===== src/rtl/struct_s_pkg.sv =====
// Shared Ethernet framing constants for the user-data strip path.
// Holds the local MAC addresses, the user ethertype and the header/payload split of a 512-bit flit.
package struct_s;

  localparam int DATA_W = 512;
  localparam int HDR_W  = 112;
  localparam int PAY_W  = DATA_W - HDR_W;
  localparam int EMPTY_W = 6;

  localparam logic [47:0] DST_MAC = 48'h02_00_00_00_00_02;
  localparam logic [47:0] SRC_MAC = 48'h02_00_00_00_00_01;
  localparam logic [15:0] ETH_USR = 16'h88B5;

  // Byte counts used for the empty-field arithmetic
  localparam logic [EMPTY_W-1:0] HDR_BYTES       = 6'd14;
  localparam logic [EMPTY_W-1:0] FIRST_PAY_BYTES = 6'd50;

endpackage


===== src/rtl/usr_strip.sv =====
// Strips the 14-byte Ethernet header and realigns the payload to the top of each 512-bit output flit.
// Optional USR_STRIP_ETYPE_CHECK_EN drops frames not addressed to SRC_MAC or not carrying ETH_USR.
module usr_strip
  import struct_s::*;
(
  input  logic               clk,
  input  logic               rst,
  input  logic [DATA_W-1:0]  in_data,
  input  logic               in_valid,
  input  logic               in_sop,
  input  logic               in_eop,
  input  logic [EMPTY_W-1:0] in_empty,
  output logic               in_ready,
  output logic [DATA_W-1:0]  out_usr_data,
  output logic               out_usr_valid,
  output logic               out_usr_sop,
  output logic               out_usr_eop,
  output logic [EMPTY_W-1:0] out_usr_empty,
  input  logic               out_usr_ready,
  output logic [31:0]        drop_cnt
);

  typedef enum logic [1:0] {
    IDLE = 2'd0,
    BODY = 2'd1,
    TAIL = 2'd2,
    DROP = 2'd3
  } state_t;

  state_t             state_q;
  logic [PAY_W-1:0]   held_q;
  logic               first_q;
  logic [EMPTY_W-1:0] tail_empty_q;
  logic [DATA_W-1:0]  out_data_q;
  logic               out_valid_q;
  logic               out_sop_q;
  logic               out_eop_q;
  logic [EMPTY_W-1:0] out_empty_q;
  logic [31:0]        drop_cnt_q;

  logic out_free;
  logic accept;
  logic short_sop;
  logic hdr_bad;
  logic drop_sop;

  assign out_free  = !out_valid_q || out_usr_ready;
  // DROP never produces output, so it may swallow flits even while the output is stalled
  assign in_ready  = rst && ((state_q == DROP) || (out_free && (state_q != TAIL)));
  assign accept    = in_valid && in_ready;
  assign short_sop = in_empty > FIRST_PAY_BYTES;

`ifdef USR_STRIP_ETYPE_CHECK_EN
  assign hdr_bad = (in_data[DATA_W-1 -: 48] != SRC_MAC) ||
                   (in_data[PAY_W +: 16] != ETH_USR);
`else
  assign hdr_bad = 1'b0;
`endif

  assign drop_sop = short_sop || hdr_bad;

  always_ff @(posedge clk) begin
    if (!rst) begin
      state_q      <= IDLE;
      held_q       <= '0;
      first_q      <= 1'b0;
      tail_empty_q <= '0;
      out_valid_q  <= 1'b0;
      out_sop_q    <= 1'b0;
      out_eop_q    <= 1'b0;
      out_empty_q  <= '0;
      drop_cnt_q   <= '0;
    end else begin
      if (out_valid_q && out_usr_ready) begin
        out_valid_q <= 1'b0;
      end

      case (state_q)
        IDLE: begin
          if (accept && in_sop) begin
            if (drop_sop) begin
              drop_cnt_q <= drop_cnt_q + 32'd1;
              if (!in_eop) begin
                state_q <= DROP;
              end
            end else if (in_eop) begin
              // A header-only frame (empty = 50) wraps the 6-bit empty field to 0
              out_valid_q <= 1'b1;
              out_data_q  <= {in_data[PAY_W-1:0], {HDR_W{1'b0}}};
              out_sop_q   <= 1'b1;
              out_eop_q   <= 1'b1;
              out_empty_q <= in_empty + HDR_BYTES;
            end else begin
              held_q  <= in_data[PAY_W-1:0];
              first_q <= 1'b1;
              state_q <= BODY;
            end
          end
        end

        BODY: begin
          if (accept) begin
            out_valid_q <= 1'b1;
            out_data_q  <= {held_q, in_data[DATA_W-1 -: HDR_W]};
            out_sop_q   <= first_q;
            out_eop_q   <= 1'b0;
            out_empty_q <= '0;
            first_q     <= 1'b0;
            held_q      <= in_data[PAY_W-1:0];
            if (in_eop) begin
              if (in_empty >= FIRST_PAY_BYTES) begin
                out_eop_q   <= 1'b1;
                out_empty_q <= in_empty - FIRST_PAY_BYTES;
                state_q     <= IDLE;
              end else begin
                // Leftover bytes of the last flit go out on their own in TAIL
                tail_empty_q <= in_empty + HDR_BYTES;
                state_q      <= TAIL;
              end
            end
          end
        end

        TAIL: begin
          if (out_free) begin
            out_valid_q <= 1'b1;
            out_data_q  <= {held_q, {HDR_W{1'b0}}};
            out_sop_q   <= 1'b0;
            out_eop_q   <= 1'b1;
            out_empty_q <= tail_empty_q;
            state_q     <= IDLE;
          end
        end

        DROP: begin
          if (accept && in_eop) begin
            state_q <= IDLE;
          end
        end

        default: state_q <= IDLE;
      endcase
    end
  end

  assign out_usr_data  = out_data_q;
  assign out_usr_valid = out_valid_q;
  assign out_usr_sop   = out_sop_q;
  assign out_usr_eop   = out_eop_q;
  assign out_usr_empty = out_empty_q;
  assign drop_cnt      = drop_cnt_q;

endmodule


===== config.mk =====
export PLATFORM = sky130hd
export DESIGN_NAME = usr_strip
export DESIGN_NICKNAME = d
export VERILOG_FILES = /design/src/rtl/struct_s_pkg.sv /design/src/rtl/usr_strip.sv
export SDC_FILE = /design/constraint.sdc
export NUM_CORES = 1
export LEC_CHECK = 0
export BUFFER_PORTS_ARGS = -buffer_cell sky130_fd_sc_hd__buf_4
export CORE_AREA = 2 2 423 425
export DETAILED_ROUTE_END_ITERATION = 6
export DIE_AREA = 0 0 425 427
export PLACE_DENSITY = 0.45
export SLEW_MARGIN = 20
export SYNTH_ARGS = -nofsm -noshare
export SYNTH_HDL_FRONTEND = slang
export SYNTH_SLANG_ARGS = --single-unit

===== constraint.sdc =====
create_clock -name clk -period 45 [get_ports clk]
set_input_delay 4.5 -clock clk [delete_from_list [all_inputs] [get_ports clk]]
set_output_delay 4.5 -clock clk [all_outputs]
set_load 0.02 [all_outputs]

==> impl_metrics.toml <==
[worst_setup_path]
path_depth = 6
worstSetupStartpointType = "input port"
worstRegToRegCells = 12
endpoint_kind = "output port"
cpMostUsedCell = "nor2_1"
crit_type = "input port to output port"
worstPathCellList = "buf_4, nor2b_1, nor2_1, nor2_1, nor2_1, buf_4"
worst_path_max_delay_cell = "nor2b_1"
crit_path_max_fanout = 5
rrSetupSlack_ns = 38.51
critPathTopFamily = "simple AND/OR/NAND/NOR gates"
crit-reg2reg-launch = "state_q[0]$_SDFFE_PN0P_"
worst-path-buf-inv = 2
r2r-end = "out_usr_data[390]$_DFFE_PP_"
crit_arrival_ns = 5.55
required_ns = 40.50
slowest_delay_ns = 0.47

[finish]
fin_area_sq_um = 50500
final_nets = 5084
final_util_pct = 28.5
drive_gt1_share_pct = 27.5
syn2layout_area_growth_pct = 37.8
final_cells = 7020
final_cell_mix = "1105 x buf_4, 822 x o21ai_0, 512 x edfxtp_1"
layout_commonest_cell = "buf_4"

[route]
num_vias = 29800
dr.pass1.iters = 5
drcViolationCount = 0
ant_nets = 0
wl_mm = 144
via_per_inst = 4.24
drt_iter0_drc = 1892
wl_per_cell_um = 20.6

[run_status]
outcome = "finished, final reports clean"

[placement]
dp.cells = 6795
gp_congestion = 0.859
numPortBuffers = 1077
dp_hpwl_mm = 102
place_ws_ns = 34.05
placed_cell_area_sq_um = 47000

[yosys]
synthTopCellsByArea = "edfxtp_1 42%, dfxtp_1 25%, o21ai_0 11%"
async_flop_share_pct = 0
synth.distinct_cells = 48
ys_warn_count = 0
syn_area_sq_um = 36700
avgSynthCellArea_sq_um = 10.2
synth_cells = 3590
syn-num-nets = 4120
synth_ff_type = "edfxtp_1"
synth-seq-cells = 962
synth_area_leader_cell = "edfxtp_1"
netlist.area_leader.share_pct = 41.9
synth-edff-count = 512
yosysSeqAreaShare_pct = 66.5

[sta]
fmax_mhz = 99.5
finClkSkew_ns = 0.0305
rsz0062_at_grt = "no"
hold_viol_final = 0
final-setup-viol-count = 0
whs_ns = 0.467
setup_tns_ns = 0
post-route-period-util_pct = 22.3
worst_pin_slew_ns = 1.20
slew_viol_final = 0
fin_crit_ns = 10.05
fin_ws_ns = 34.95
relSlewSlack_pct = 19.7

[job]
maxCapViolCount = 0

[clock_tree]
cts_tree = "done"
root_buffer = "clkbuf_16"
clk_pin_slew_ns = 0.06
cts_buffers = 111
cts.sink_count = 962
post_cts_resized = 0
cts.path.max_buffers = 3
htreeDepth = 3
hold_buffers = 0
clk_latency_ns = 0.74
post_cts_buffers = 0

[grt]
grt_max_degree = 233
antenna_found_initial = 25
grt_pass1_vias = 28100
track_usage_pct = 15.0
gr-total-overflow = 0
grt_pass1_wl_mm = 200

[die]
die_h_um = 427
io-pin-count = 1078
start_util_pct = 20.7
dieArea_sq_um = 181000
row_count = 155
die_width_um = 425
core_area_sq_um = 177000

[power]
power.total_mw = 2.14
p_per_area_nw_per_um2 = 42.4
power_leakage_nw = 20.4
peakVddDrop_v = 0.0000285

[hold_path]
holdPathEnd = "held_q[312]$_SDFFE_PN0P_"
holdCritStartpoint = "held_q[312]$_SDFFE_PN0P_"
min_path_cells = 2
hp-class = "flip-flop to flip-flop"
Yosys cell counts (4+ instances only):
| library cell | count |
|---|---|
| xnor2_1 | 4 |
| and3_1 | 113 |
| a211oi_1 | 4 |
| nor2_1 | 21 |
| clkbuf_1 | 180 |
| ha_1 | 6 |
| dfxtp_1 | 450 |
| a21oi_1 | 33 |
| a32oi_1 | 4 |
| inv_1 | 417 |
| o21ai_0 | 822 |
| or3_1 | 18 |
| buf_1 | 37 |
| mux2i_1 | 4 |
| or4_1 | 7 |
| nand2_1 | 424 |
| nand4_1 | 8 |
| nand3_1 | 419 |
| edfxtp_1 | 512 |
| nor3_1 | 7 |
| nor2b_1 | 7 |
| a311oi_1 | 7 |
| buf_2 | 44 |
| xor2_1 | 4 |
| o31ai_1 | 7 |
state kept, by name, summed over array words and instances, names as in the netlist, 2 cells and up:
| signal | cells |
|---|---|
| out_usr_data | 512 |
| out_usr_empty | 6 |
| held_q | 400 |
| state_q | 2 |
| drop_cnt | 32 |
| tail_empty_q | 6 |
cell families (layout without fill, tap and decap cells):
logic type / after synthesis / after routing / synth area share [%]
buffers and inverters: 678 / 1738 / 7.09
AND/OR/NAND/NOR: 1036 / 1036 / 13.3
flip-flops: 962 / 962 / 66.5
multiplexers: 4 / 4 / 0.109
AO/OA/AOI/OAI: 895 / 895 / 12.6
adder cells (fa/ha/maj): 7 / 7 / 0.232
XOR/XNOR: 8 / 8 / 0.191
other: 0 / 15 / 0
area by class of cell:
type                            instances  area (sq um)
Multi-Input combinational cell       1950          9740
Inverter                              417          1570
Clock inverter                         38           235
Clock buffer                          171          3230
Antenna cell                           15          37.5
Sequential cell                       962         24400
Fill cell                           18700        127000
Tap cell                             2355          2950
Timing Repair Buffer                 1112          8410
worst reg2reg max path, cell delays in order (launching register included):
cell	delay (ns)
dfxtp_1	0.43
inv_1	0.12
ha_1	0.40
nor2b_1	0.25
a211oi_4	0.16
buf_4	0.24
a41oi_1	0.31
nor3_2	0.21
buf_4	0.65
buf_4	0.82
buf_4	0.70
buf_4	0.92
buf_4	0.85
routing by layer:
layer  routed length, um  vias up  part of all wire, %  track usage [%]
met3                8540      220                  5.9             3.88
met2               74100      798                   51             26.2
li1                    -    14300                    -                -
met5                  12        -               0.0083                0
met4                4800        2                  3.3             5.60
met1               57100    14500                   39             17.6
report_power, final:
part / switching (mW) / leakage (nW) / internal [mW]
combinational: 0.185 / 10.2 / 0.0830
clock: 0.375 / 1.70 / 0.497
sequential: 0.0170 / 8.46 / 0.984
total: 0.578 / 20.4 / 1.56
worst max-delay path by stage:
| stage | start | to | slack (ns) |
|---|---|---|---|
| final | out_usr_ready | in_ready | 34.95 |
| after global routing | rst | out_usr_data[390]$_DFFE_PP_ | 34.51 |
| after CTS | rst | out_usr_data[390]$_DFFE_PP_ | 34.89 |
| after detailed placement | rst | out_usr_data[353]$_DFFE_PP_ | 34.05 |
| after global placement | rst | out_usr_data[335]$_DFFE_PP_ | 34.06 |
| after floorplan | in_empty[1] | out_usr_data[0]$_DFFE_PP_ | 2.88 |
Power figures use the tool's default switching activity.
